File: config.mk
export PLATFORM = sky130hd
export DESIGN_NAME = tmds_word_aligner
export DESIGN_NICKNAME = d
export VERILOG_FILES = /design/src/rtl/tmds_pkg.sv /design/src/rtl/tmds_ctrl_detect.sv /design/src/rtl/tmds_word_aligner.sv
export SDC_FILE = /design/constraint.sdc
export NUM_CORES = 1
export LEC_CHECK = 0
export CORE_ASPECT_RATIO = 1.2
export CORE_MARGIN = 5
export CORE_UTILIZATION = 25
export DETAILED_ROUTE_END_ITERATION = 8
export PLACE_DENSITY_LB_ADDON = 0.05
export SLEW_MARGIN = 20
export SYNTH_ARGS = -nofsm -noshare
export SYNTH_HDL_FRONTEND = slang
export SYNTH_SLANG_ARGS = --single-unit
File: constraint.sdc
create_clock -name i_clk_recovery -period 2.4 [get_ports i_clk_recovery]
set_input_delay 0.72 -clock i_clk_recovery [delete_from_list [all_inputs] [get_ports i_clk_recovery]]
set_output_delay 0.72 -clock i_clk_recovery [all_outputs]
set_load 0.02 [all_outputs]
File: src/rtl/tmds_pkg.sv
// Shared TMDS receive definitions: symbol geometry, DVI control tokens and aligner FSM states.
package tmds_pkg;

  localparam int unsigned SYMBOL_W = 10;
  localparam int unsigned OFFSET_W = 4;

  // Tokens written bit 9..0; bit 0 is the first bit on the wire.
  localparam logic [SYMBOL_W-1:0] CTRL_TOK_00 = 10'b1101010100;
  localparam logic [SYMBOL_W-1:0] CTRL_TOK_01 = 10'b0010101011;
  localparam logic [SYMBOL_W-1:0] CTRL_TOK_10 = 10'b0101010100;
  localparam logic [SYMBOL_W-1:0] CTRL_TOK_11 = 10'b1010101011;

  typedef enum logic [1:0] {
    SEARCH = 2'd0,
    VERIFY = 2'd1,
    LOCKED = 2'd2
  } align_state_e;

  // Returns {hit, C1, C0}; C1/C0 are zero when the symbol is not a control token.
  function automatic logic [2:0] ctrl_decode(input logic [SYMBOL_W-1:0] sym);
    case (sym)
      CTRL_TOK_00: ctrl_decode = 3'b1_00;
      CTRL_TOK_01: ctrl_decode = 3'b1_01;
      CTRL_TOK_10: ctrl_decode = 3'b1_10;
      CTRL_TOK_11: ctrl_decode = 3'b1_11;
      default:     ctrl_decode = 3'b0_00;
    endcase
  endfunction

endpackage

File: src/rtl/tmds_ctrl_detect.sv
// Registered DVI control-token matcher; ctrl holds its last decoded value between hits.
module tmds_ctrl_detect
  import tmds_pkg::*;
(
  input  logic                i_clk,
  input  logic                i_clr,
  input  logic [SYMBOL_W-1:0] i_symbol,
  output logic                o_ctrl_hit,
  output logic [1:0]          o_ctrl
);

  logic [2:0] w_dec;
  logic       r_ctrl_hit;
  logic [1:0] r_ctrl;

  assign w_dec = ctrl_decode(i_symbol);

  always_ff @(posedge i_clk) begin
    if (i_clr) begin
      r_ctrl_hit <= 1'b0;
      r_ctrl     <= 2'b00;
    end else begin
      r_ctrl_hit <= w_dec[2];
      if (w_dec[2]) begin
        r_ctrl <= w_dec[1:0];
      end
    end
  end

  assign o_ctrl_hit = r_ctrl_hit;
  assign o_ctrl     = r_ctrl;

endmodule

File: src/rtl/tmds_word_aligner.sv
// TMDS channel word aligner: bit-slips a 20-bit window until control tokens repeat during blanking,
// then holds the offset until tokens disappear for LOSS_TIMEOUT cycles.
module tmds_word_aligner
  import tmds_pkg::*;
#(
  parameter int unsigned SEARCH_DWELL = 2048,
  parameter int unsigned LOCK_RUN     = 8,
  parameter int unsigned LOSS_TIMEOUT = 65535
) (
  input  logic                i_clk_recovery,
  input  logic                i_rst,
  input  logic                i_pll_locked,
  input  logic [SYMBOL_W-1:0] i_raw_word,
  output logic [SYMBOL_W-1:0] o_aligned_word,
  output logic                o_ctrl_hit,
  output logic [1:0]          o_ctrl,
  output logic [OFFSET_W-1:0] o_offset,
  output logic                o_locked,
  output logic                o_lock_lost
);

  localparam int unsigned DWELL_W = $clog2(SEARCH_DWELL) + 1;
  localparam int unsigned RUN_W   = $clog2(LOCK_RUN) + 1;
  localparam int unsigned LOSS_W  = $clog2(LOSS_TIMEOUT) + 1;

  localparam logic [DWELL_W-1:0]  DWELL_LAST = DWELL_W'(SEARCH_DWELL - 1);
  localparam logic [RUN_W-1:0]    RUN_DONE   = RUN_W'(LOCK_RUN);
  localparam logic [LOSS_W-1:0]   LOSS_DONE  = LOSS_W'(LOSS_TIMEOUT);
  localparam logic [OFFSET_W-1:0] OFFSET_MAX = OFFSET_W'(SYMBOL_W - 1);

  logic                  w_clr;
  logic [2*SYMBOL_W-1:0] w_window;
  logic                  w_hit;
  logic [RUN_W-1:0]      w_run_inc;
  logic [LOSS_W-1:0]     w_loss_inc;

  logic [SYMBOL_W-1:0] r_prev_word;
  logic [SYMBOL_W-1:0] r_aligned_word;
  align_state_e        r_state, w_state_d;
  logic [DWELL_W-1:0]  r_dwell_cnt, w_dwell_d;
  logic [RUN_W-1:0]    r_run_cnt, w_run_d;
  logic [LOSS_W-1:0]   r_loss_cnt, w_loss_d;
  logic [1:0]          r_holdoff, w_holdoff_d;
  logic [OFFSET_W-1:0] r_offset, w_offset_d;
  logic                r_locked, w_locked_d;
  logic                r_lock_lost, w_lock_lost_d;

  assign w_clr    = i_rst | ~i_pll_locked;
  assign w_window = {i_raw_word, r_prev_word};

  // History word is free-running so the window is valid on the first cycle out of reset.
  always_ff @(posedge i_clk_recovery) begin
    r_prev_word <= i_raw_word;
  end

  always_ff @(posedge i_clk_recovery) begin
    if (w_clr) begin
      r_aligned_word <= '0;
    end else begin
      r_aligned_word <= SYMBOL_W'(w_window >> r_offset);
    end
  end

  tmds_ctrl_detect u_ctrl_detect (
    .i_clk      (i_clk_recovery),
    .i_clr      (w_clr),
    .i_symbol   (r_aligned_word),
    .o_ctrl_hit (o_ctrl_hit),
    .o_ctrl     (o_ctrl)
  );

  // Hits are masked for two cycles after a slip: they still describe the old offset.
  assign w_hit      = o_ctrl_hit && (r_holdoff == 2'd0);
  assign w_run_inc  = r_run_cnt + 1'b1;
  assign w_loss_inc = r_loss_cnt + 1'b1;

  always_comb begin
    w_state_d     = r_state;
    w_dwell_d     = r_dwell_cnt;
    w_run_d       = r_run_cnt;
    w_loss_d      = r_loss_cnt;
    w_holdoff_d   = (r_holdoff != 2'd0) ? r_holdoff - 2'd1 : r_holdoff;
    w_offset_d    = r_offset;
    w_locked_d    = r_locked;
    w_lock_lost_d = 1'b0;
    unique case (r_state)
      SEARCH, VERIFY: begin
        if (r_dwell_cnt == DWELL_LAST) begin
          w_offset_d  = (r_offset == OFFSET_MAX) ? '0 : r_offset + 1'b1;
          w_dwell_d   = '0;
          w_run_d     = '0;
          w_holdoff_d = 2'd2;
          w_state_d   = SEARCH;
        end else begin
          w_dwell_d = r_dwell_cnt + 1'b1;
          if (r_state == SEARCH) begin
            if (w_hit) begin
              w_state_d = VERIFY;
              w_run_d   = RUN_W'(1);
            end
          end else if (w_hit) begin
            w_run_d = w_run_inc;
            if (w_run_inc == RUN_DONE) begin
              w_state_d  = LOCKED;
              w_locked_d = 1'b1;
              w_loss_d   = '0;
            end
          end else begin
            w_state_d = SEARCH;
            w_run_d   = '0;
          end
        end
      end
      LOCKED: begin
        if (w_hit) begin
          w_loss_d = '0;
        end else if (w_loss_inc == LOSS_DONE) begin
          w_state_d     = SEARCH;
          w_locked_d    = 1'b0;
          w_lock_lost_d = 1'b1;
          w_dwell_d     = '0;
          w_run_d       = '0;
          w_loss_d      = '0;
        end else begin
          w_loss_d = w_loss_inc;
        end
      end
      default: w_state_d = SEARCH;
    endcase
  end

  always_ff @(posedge i_clk_recovery) begin
    if (w_clr) begin
      r_state     <= SEARCH;
      r_dwell_cnt <= '0;
      r_run_cnt   <= '0;
      r_loss_cnt  <= '0;
      r_holdoff   <= 2'd0;
      r_offset    <= '0;
      r_locked    <= 1'b0;
      r_lock_lost <= 1'b0;
    end else begin
      r_state     <= w_state_d;
      r_dwell_cnt <= w_dwell_d;
      r_run_cnt   <= w_run_d;
      r_loss_cnt  <= w_loss_d;
      r_holdoff   <= w_holdoff_d;
      r_offset    <= w_offset_d;
      r_locked    <= w_locked_d;
      r_lock_lost <= w_lock_lost_d;
    end
  end

  assign o_aligned_word = r_aligned_word;
  assign o_offset       = r_offset;
  assign o_locked       = r_locked;
  assign o_lock_lost    = r_lock_lost;

endmodule

==> results of run 1 <==
repair_timing:
item,4_1_cts,5_1_grt
buffers inserted,0,2
resized for setup,3,7
setup endpoints to repair,6,28
pin swaps,0,2
gates cloned,0,1
power groups by stage:
stage	combinational [W]	sequential, W	clock, W
floorplan	0.0000655	0.00115	0
global placement	0.000144	0.00115	0
detailed placement	0.000143	0.00115	0
CTS	0.000144	0.00113	0.00144
global route	0.000155	0.00113	0.00148
finish	0.000141	0.00113	0.00138
layout make-up:
| cell class | instances | area, um2 |
|---|---|---|
| Inverter | 9 | 33.8 |
| Clock inverter | 5 | 62.6 |
| Sequential cell | 66 | 1320 |
| Tap cell | 204 | 255 |
| Multi-Input combinational cell | 357 | 2410 |
| Fill cell | 1642 | 10100 |
| Timing Repair Buffer | 75 | 691 |
| Clock buffer | 11 | 253 |
routing by layer:
metal  up-vias  track usage (%)  share of wire [%]
met4         0             5.98                2.1
met1      1736             17.4                 46
li1       1846                -                  -
met3        14             2.48                2.7
met2        48             21.7                 49
met5         -                0                  0
kinds of logic (layout without fill, tap and decap cells):
| family | count (synthesis) | after routing | share of synthesized area [%] |
|---|---|---|---|
| flops | 66 | 66 | 34.2 |
| simple gates | 205 | 206 | 28.8 |
| buf+inv | 43 | 100 | 4.85 |
| xor+xnor | 13 | 13 | 2.94 |
| fa+ha+maj | 4 | 4 | 1.29 |
| compound gates | 105 | 105 | 18.3 |
| mux | 29 | 29 | 9.64 |
Yosys cell counts, types with 3 or more instances:
library cell,number
dfxtp_1,66
nor2_1,50
nand2_1,35
nand3_1,25
a21oi_1,23
clkbuf_1,19
a211oi_1,18
mux2i_1,17
nand4_1,17
o21ai_0,17
nor3_1,14
buf_2,12
and3_1,10
nor2b_1,9
xnor2_1,9
a31oi_1,8
inv_1,8
mux2_2,6
mux4_2,6
a41oi_1,5
nand2b_1,5
or3_1,5
a311o_1,4
and2_1,4
ha_1,4
nand4b_1,4
o211ai_1,4
o31ai_1,4
xor2_1,4
a22oi_1,3
a32oi_1,3
nand3b_1,3
nor4_1,3
registers in the layout (all words and copies together) (netlist names):
register	flops
r_prev_word	10
r_state	2
u_ctrl_detect.o_ctrl	2
r_holdoff	2
o_offset	4
r_run_cnt	4
o_lock_lost	1
r_dwell_cnt	12
o_aligned_word	10
o_locked	1
r_loss_cnt	17
u_ctrl_detect.o_ctrl_hit	1
tightest hold or removal path, delay by kind of cell, from the launching register on:
kind | cells | cell delay (ns)
AOI/OAI and AO/OA | 1 | 0.05
DFF | 1 | 0.31
and+or+nand+nor | 1 | 0.05
stage by stage:
step | hold WS (ns) | TNS, ns | setup slack, ns | power (W) | cells
global route | 0.500 | -0.0341 | -0.0261 | 0.00276 | 727
finish | 0.464 | 0 | 0.103 | 0.00265 | 727
CTS | 0.473 | 0 | 0.00737 | 0.00271 | 724
global placement | 0.451 | -0.418 | -0.101 | 0.00129 | 708
floorplan | 0.445 | 0 | 0.164 | 0.00122 | 465
detailed placement | 0.463 | -0.279 | -0.0847 | 0.00129 | 708
path summary, 6_finish.rpt:
| kind | startpoint | end | slack (ns) | depth (start not counted) |
|---|---|---|---|---|
| worst max-delay path | r_loss_cnt[1]$_SDFFE_PP0P_ | r_dwell_cnt[5]$_SDFFE_PP0P_ | 0.10 | 11 |
| worst max register to register | r_loss_cnt[1]$_SDFFE_PP0P_ | r_dwell_cnt[5]$_SDFFE_PP0P_ | 0.10 | 11 |
| worst min-delay path | u_ctrl_detect.o_ctrl[0]$_SDFFE_PP0P_ | u_ctrl_detect.o_ctrl[0]$_SDFFE_PP0P_ | 0.46 | 2 |
| worst min register to register | u_ctrl_detect.o_ctrl[0]$_SDFFE_PP0P_ | u_ctrl_detect.o_ctrl[0]$_SDFFE_PP0P_ | 0.46 | 2 |
placed cells by master, fill, tap and decap left out, types with 17 or more instances in the layout:
cell type,count
o21ai_0,17
nand4_1,17
nand3_1,25
a21oi_1,23
buf_4,40
clkdlybuf4s50_1,31
nand2_1,35
nor2_1,50
mux2i_1,17
a211oi_1,18
dfxtp_1,65
==> flow_summary.toml, run 1 <==
[setup_path]
crit_buf_inv = 3
crit_family = "simple AND/OR/NAND/NOR gates"
critPathCaptureType = "async pin"
arrival_ns = 2.51
cp_max_fo = 8
worstSetupPathType = "async pin to async pin"
crit_top_cell = "buf_4"
slowest_stage = "dfxtp_1"
cp.required_ns = 2.62
critical_path.max_stage_delay_ns = 0.37
crit_chain = "ha_2 > buf_4 > nand2_1 > o31ai_2 > o2bb2ai_1 > nor3b_1 > nor4bb_2 > buf_4 > and3_1 > buf_12 > a31oi_1"
startpoint_type = "async pin"

[power]
switchingPower_w = 0.000601
switching_share_pct = 22.7
intPower_w = 0.00205
clock_power_share_pct = 52.2
leakagePower_nw = 1.73
powerDensity_nw_per_um2 = 527
combinationalPowerShare_pct = 5.3
peakVddDrop_mv = 0.282
seq_power_share_pct = 42.5

[finish]
post-route-util_pct = 33.3
nNetsFinal = 535
stdcell_area_um2 = 5030
n_antenna_cell = 0
area_growth_pct = 30.0
drive_gt1_share_pct = 17.8

[timing]
finalHoldViolations = 0
finalSetupViolations = 0
slew_viol_final = 0
rsz0062_at_grt = "true"
worst_pin_slew_ns = 0.565
maxSlewHeadroom_pct = 62.1
final.period_utilization_pct = 95.7
period_needed_ns = 2.30
skew_ns = 0.00687
clock.fmax_ghz = 0.435

[clock_tree]
tritoncts = "yes"
path_clk_slew_ns = 0.05
cts_hold_buffers = 0
clkLatencyLatePin_ns = 0.34
htreeDepth = 3
cts-buffers-inserted = 9
clockRootBuffer = "clkbuf_16"
cts_buffer_depth = 2
cts.sinks = 66

[logic_synthesis]
synth-warning-count = 0
synth_area_um2 = 3870
synth_top_cell_area_share_pct = 34.2
yosysSeqAreaShare_pct = 34.2
ys_seq_elements = 66
async_flop_share_pct = 0
synth_edf_count = 0
synth_top_area_cell = "dfxtp_1"
synth_nets = 482
syn_avg_cell_area_um2 = 8.32
syn_inst = 465
ys.flop_type = "dfxtp_1"
synth.area.top_cells = "dfxtp_1, nor2_1, mux2i_1, a211oi_1, mux4_2"
yosysUniqueCellTypes = 63

[floorplan]
core-area_um2 = 15100
initial_core_util_pct = 25.6
num_rows = 49
dieArea_um2 = 18100
die_w_um = 124
io_pins = 32
die_height_um = 146

[global_routing]
overflow = 0
grt_pass1_wl_mm = 19.3
first_global_vias = 3686
grt_use_total_pct = 13.5
grt_max_degree = 34
grt_antenna_before_repair = 0

[routing]
wirelength_mm = 11.3
ant_nets = 0
drc = 0
firstDrtPassIters = 4
vias = 3644
drt_iter0_drc = 205
viasPerCell = 5.01
wl_per_cell_um = 15.6

[placed_design]
routabilityCongestion = 0.767
dpl_cell_area_um2 = 4640
place_hpwl_mm = 8.38
io_buffers = 31

[run]
drv_cap = 0

[run_status]
status = "finished, final reports clean"

[worst_hold_path]
hp-class = "async pin to async pin"
Power figures use the tool's default switching activity.
==> run 2: changes to the inputs <==
--- a/config.mk
+++ b/config.mk
@@ -14,3 +14,4 @@
 export SYNTH_ARGS = -nofsm -noshare
 export SYNTH_HDL_FRONTEND = slang
 export SYNTH_SLANG_ARGS = --single-unit
+export TNS_END_PERCENT = 10
==> results of run 2 <==
Same layout as run 1: the final DEF is identical, and so are final timing and power.
==> run 3: changes to the inputs <==
--- a/config.mk
+++ b/config.mk
@@ -6,9 +6,10 @@
 export NUM_CORES = 1
 export LEC_CHECK = 0
 export CORE_ASPECT_RATIO = 1.2
-export CORE_MARGIN = 5
+export CORE_MARGIN = 2
 export CORE_UTILIZATION = 25
 export DETAILED_ROUTE_END_ITERATION = 8
+export GPL_TIMING_DRIVEN = 0
 export PLACE_DENSITY_LB_ADDON = 0.05
 export SLEW_MARGIN = 20
 export SYNTH_ARGS = -nofsm -noshare
==> run 3 against run 2 <==
- combinational power about the same
- global-route usage increased by 1.4 points
- clock power decreased by 9%
- final cell count increased by 0.41%
- core utilization increased by 0.10 points
- via count increased by 2.5%
- critical path type unchanged
==> flow_summary.toml, run 3 (synthesized netlist as in run 1, its figures left out) <==
[run_status]
status = "finished, final reports clean"

[timing]
clock.fmax_ghz = 0.420
maxSlewHeadroom_pct = 58.6
tns_ns = 0
worst_pin_slew_ns = 0.620
slew_viol_final = 0
period_needed_ns = 2.38
final.period_utilization_pct = 99.3
finalSetupViolations = 0
skew_ns = 0.00635
finalHoldViolations = 0
rsz0062_at_grt = "true"
holdWs_ns = 0.467

[power]
leakagePower_nw = 1.73
finalPower_w = 0.00253
powerDensity_nw_per_um2 = 501
peakVddDrop_mv = 0.298

[finish]
largest_reg_flops = 17
stdcell_area_um2 = 5040
final_common_cell = "dfxtp_1"
nNetsFinal = 538
top_register = "r_loss_cnt"
area_growth_pct = 30.4
n_antenna_cell = 0
drive_gt1_share_pct = 18.8
final_cell_mix = "dfxtp_1, nor2_1, nand2_1"
reg_top3 = "r_loss_cnt (17), r_dwell_cnt (12)"

[placed_design]
io_buffers = 31
dpl_cell_area_um2 = 4430
routabilityCongestion = 0.831
place_hpwl_mm = 8.92

[setup_path]
cp_max_fo = 9
ff2ff_setup_slack_ns = 0.02
worstSetupStartpoint = "r_loss_cnt[0]$_SDFFE_PP0P_"
startpoint_type = "async pin"
worstSetupPathType = "async pin to async pin"
critPathCaptureType = "async pin"
regToRegEndpoint = "r_loss_cnt[8]$_SDFFE_PP0P_"
cp.required_ns = 2.65
reg2regPathDepth = 10
r2r-start = "r_loss_cnt[0]$_SDFFE_PP0P_"
arrival_ns = 2.63

[floorplan]
initial_core_util_pct = 25.6
num_rows = 49
die_w_um = 118
io_pins = 32
core-area_um2 = 15100
die_height_um = 140
dieArea_um2 = 16500

[global_routing]
grt_max_degree = 13
first_global_vias = 3527
grt_use_total_pct = 14.9
overflow = 0
grt_pass1_wl_mm = 19.4
grt_antenna_before_repair = 0

[clock_tree]
tritoncts = "yes"
clkLatencyLatePin_ns = 0.34
path_clk_slew_ns = 0.06
clockRootBuffer = "clkbuf_16"
cts_buffer_depth = 2
htreeDepth = 3
cts-buffers-inserted = 9
cts.sinks = 66

[routing]
firstDrtPassIters = 4
drc = 0
viasPerCell = 5.12
wl_per_cell_um = 17.0
ant_nets = 0
vias = 3735
drt_iter0_drc = 239
wirelength_mm = 12.4

[run]
drv_cap = 0

[worst_hold_path]
hp-class = "async pin to async pin"
[run 3: cell types whose count changed in the layout (fill, tap and decap cells not counted), sizes merged]
cell / before / now
buf: 44 / 26
bufinv: 1 / 0
clkinvlp: 2 / 5
nand3: 28 / 27
clkbuf: 11 / 32
clkinv: 3 / 2
[run 3: layout make-up]
cell class              instances  area (um2)
repair buffers                 45         449
fillers                      1625       10000
multi-input cells             356        2500
inverters                       9        33.8
plain buffers                  34         189
flip-flops and latches         66        1330
well taps                     204         255
clock inverters                 6        42.5
clock buffers                  10         239
[run 3: report_power, final]
part | leakage, nW | switching [W] | internal [W]
sequential | 0.540 | 0.0000133 | 0.00111
clock | 0.123 | 0.000537 | 0.000725
combinational | 1.06 | 0.0000752 | 0.0000655
total | 1.73 | 0.000626 | 0.00190
[run 3: worst max-delay path by stage]
stage,to,slack (ns),depth (start not counted)
after global placement,r_loss_cnt[3]$_SDFFE_PP0P_,-0.71,7
after floorplan,r_loss_cnt[9]$_SDFFE_PP0P_,0.16,10
after CTS,r_loss_cnt[3]$_SDFFE_PP0P_,-0.02,9
after detailed placement,r_loss_cnt[3]$_SDFFE_PP0P_,-0.70,7
after global routing,r_loss_cnt[8]$_SDFFE_PP0P_,-0.09,11
final,r_loss_cnt[8]$_SDFFE_PP0P_,0.02,10
[run 3: timing repair]
item,in CTS,in global routing
pin swaps,1,7
resized for setup,22,33
gates cloned,0,1
endpoints found under the setup margin,45,50
hold buffers,0,0
buffers inserted,0,13
[run 3: per-layer routing]
| metal | share of wire [%] | wire length (um) | vias to the layer above | track usage (%) |
|---|---|---|---|---|
| li1 | - | - | 1848 | - |
| met5 | 0 | 0 | - | 0 |
| met4 | 3.1 | 381 | 0 | 7.36 |
| met2 | 51 | 6350 | 62 | 26.4 |
| met1 | 43 | 5350 | 1800 | 17.6 |
| met3 | 2.7 | 339 | 25 | 2.32 |
[run 3: critical path, cell delays in order (launching register included)]
cell and delay, ns:
dfxtp_4 0.37, ha_1 0.20, buf_6 0.14, buf_4 0.13, nor4b_2 0.15, a311oi_2 0.48, nor2_2 0.09, nand3_4 0.16
buf_6 0.16, nand2_4 0.13, o311ai_2 0.27
[run 3: metrics by stage]
| stage | setup slack [ns] | std cells | utilization [%] |
|---|---|---|---|
| finish | 0.0167 | 730 | 33.4 |
| global route | -0.0868 | 730 | 33.4 |
| CTS | -0.0225 | 716 | 31.8 |
| detailed placement | -0.698 | 700 | 29.4 |
| global placement | -0.706 | 700 | 29.4 |
| floorplan | 0.164 | 465 | - |
==> variant (flow settings as in run 1) <==
Encoding of `align_state_e`: now one-hot (3 bits for 3 states).
--- a/src/rtl/tmds_pkg.sv
+++ b/src/rtl/tmds_pkg.sv
@@ -12,6 +12,6 @@
 
-  typedef enum logic [1:0] {
-    SEARCH = 2'd0,
-    VERIFY = 2'd1,
-    LOCKED = 2'd2
+  typedef enum logic [2:0] {
+    SEARCH = 3'b001,
+    VERIFY = 3'b010,
+    LOCKED = 3'b100
   } align_state_e;
Check against the original RTL: same outputs for any inputs over 10 cycles, from zero or initial values; not proved beyond that.
==> variant against run 1 <==
Wire length up 7.1%; global-route usage up 0.64 points; setup slack got worse by 180 ps; design area up 6.3%; highest routed layer unchanged; the flow now finishes with violations (negative setup slack); total power up 4.5%; synthesized area decreased by 1.0%; sequential cell count is 1 higher; largest cell class unchanged; via count grew 3.7%.
==> variant: results (changes against run 1) <==
| Metric | Value |
|---|---|
| Setup Viol. Count Final | 6 (+6) |
| Setup TNS | -315.5 ps (-315.5 ps) |
| Post-Layout Cell Count | 769 (+5.8%) |
| H-Tree Depth | 3 (unchanged) |
| Clock tree buffer depth | 2 (unchanged) |
| Syn_nets | 490 (+1.7%) |
| Drt first pass iters | 4 (unchanged) |
| CP Max Fanout | 6 (-2) |
| Initial DRC Count | 212 (+3.4%) |
| Synth warn | 0 (unchanged) |
| Peak VDD IR | 0.2864 mV (+1.5%) |
| Gp weighted congestion | 0.8401 (+9.5%) |
| Dpl ws | -377.4 ps (-292.8 ps) |
| Clk_lat worst skew | 340 ps (about the same) |
| PortBufs | 31 (unchanged) |
| Leakage power | 2.076 nW (+20%) |
| Final WS setup | -77.26 ps (-180.1 ps) |
| Async SR Flop Fraction | 0% (unchanged) |
| Share of cells above drive strength 1 | 24.07% (+6.3 points) |
| Synth cell count leaders | dfxtp_1 (67), nor2_1 (52), nand2_1 (44), a21oi_1 (36), o21ai_0 (33) |
| First-pass GRT wire length | 19,720 um (+2.0%) |
| Least-Margin Pin Slew | 432.6 ps (-132.3 ps) |
| Failing checks | negative setup slack |
| Root buffer cell | clkbuf_16 |
| # diodes | 0 (unchanged) |
| Status | finished with violations |
| DR vias/cell | 4.913 (-2.0%) |
| Final Skew | 6.697 ps (-0.1731 ps) |
| Placed cells | 748 (+5.6%) |
| Top flop regs | r_loss_cnt: 17 flops, r_dwell_cnt: 12 flops |
| Post-place instance area | 4797 um^2 (+3.3%) |
| Largest net degree at the start of global routing | 26 (-24%) |
| Seq/Total Area, Yosys | 35.04% (+0.88 points) |
| Distinct cells, synth | 63 (unchanged) |
| Crit path DAT | 2710 ps (+200 ps) |
| Synth top area cells | dfxtp_1 (35%), mux2i_1 (5.5%), nor2_1 (5.1%) |
| CTS clk-pin slew, worst paths | 60 ps |
| Overall global routing resource usage | 14.13% (+0.64 points) |
| Final-stage net count | 577 (+7.9%) |
| Initial antenna violation count | 0 (unchanged) |
| Drt wl/cell | 15.81 um (+1.3%) |
| Synthesized area per cell | 8.092 um^2 (-2.7%) |
| DPL Wire Length | 9235 um (+10%) |
| Vias in the first global route | 3,827 (+3.8%) |
[variant: changes by cell type after synthesis, moves of 5 or more]
cell,run 1,this run
and3_1,10,5
buf_2,12,4
nand4_1,17,11
nand2_1,35,44
a21oi_1,23,36
a211oi_1,18,10
o21ai_0,17,33
a31oi_1,8,13
a41oi_1,5,0
nor2b_1,9,4
nand3_1,25,20
a21o_1,0,7
[variant: repair_timing]
item,4_1_cts,5_1_grt
resized for setup,29,11
pin swaps,6,11
endpoints found under the setup margin,35,32
buffers inserted,4,1
[variant: final timing paths]
path	end	startpoint	slack [ps]	depth (start not counted)
worst max-delay path	r_loss_cnt[13]	r_loss_cnt[1]	-80	12
worst min-delay path	u_ctrl_detect.o_ctrl[0]	u_ctrl_detect.o_ctrl[0]	460	2
worst min register to register	u_ctrl_detect.o_ctrl[0]	u_ctrl_detect.o_ctrl[0]	460	2
worst max register to register	r_loss_cnt[13]	r_loss_cnt[1]	-80	12
[variant: final cells by class]
| type | instances | area [um^2] |
|---|---|---|
| Multi-Input combinational cell | 366 | 2475 |
| Timing Repair Buffer | 103 | 878.3 |
| Fill cell | 1586 | 9677 |
| Clock inverter | 4 | 72.57 |
| Inverter | 13 | 48.80 |
| Sequential cell | 67 | 1358 |
| Clock buffer | 12 | 256.5 |
| Tap cell | 204 | 255.2 |
[variant: report_power, final]
group	internal (mW)	switching (mW)	leakage [nW]
registers	1.13	0.0126	0.550
clock network	0.965	0.518	0.159
logic	0.0702	0.0740	1.37
[variant: kinds of logic after synthesis]
logic type      Yosys count  share of synthesized area [%]
flops                    67                          35.04
mux                      32                          9.611
fa+ha+maj                 4                          1.308
xor+xnor                  6                          1.373
simple gates            198                          27.26
compound gates          126                          20.86
buf+inv                  40                          4.544
[variant: metal layers]
layer  up-vias  GRT usage (%)  part of all wire [%]
met4         0          4.930                   2.1
met1      1799          15.92                    43
met2        48          25.34                    52
li1       1914              -                     -
met5         -              0                     0
met3        17          3.616                   2.6
[variant: worst max-delay path, stage by stage (launching register included)]
cell      delay [ps]
dfxtp_2          360
buf_6            120
buf_6            100
nand2_1          100
nor4_4           330
a221oi_4          70
buf_4            160
or4b_4           510
o21ai_4          170
buf_6            150
buf_4            110
a21oi_1           30
o22a_1           150
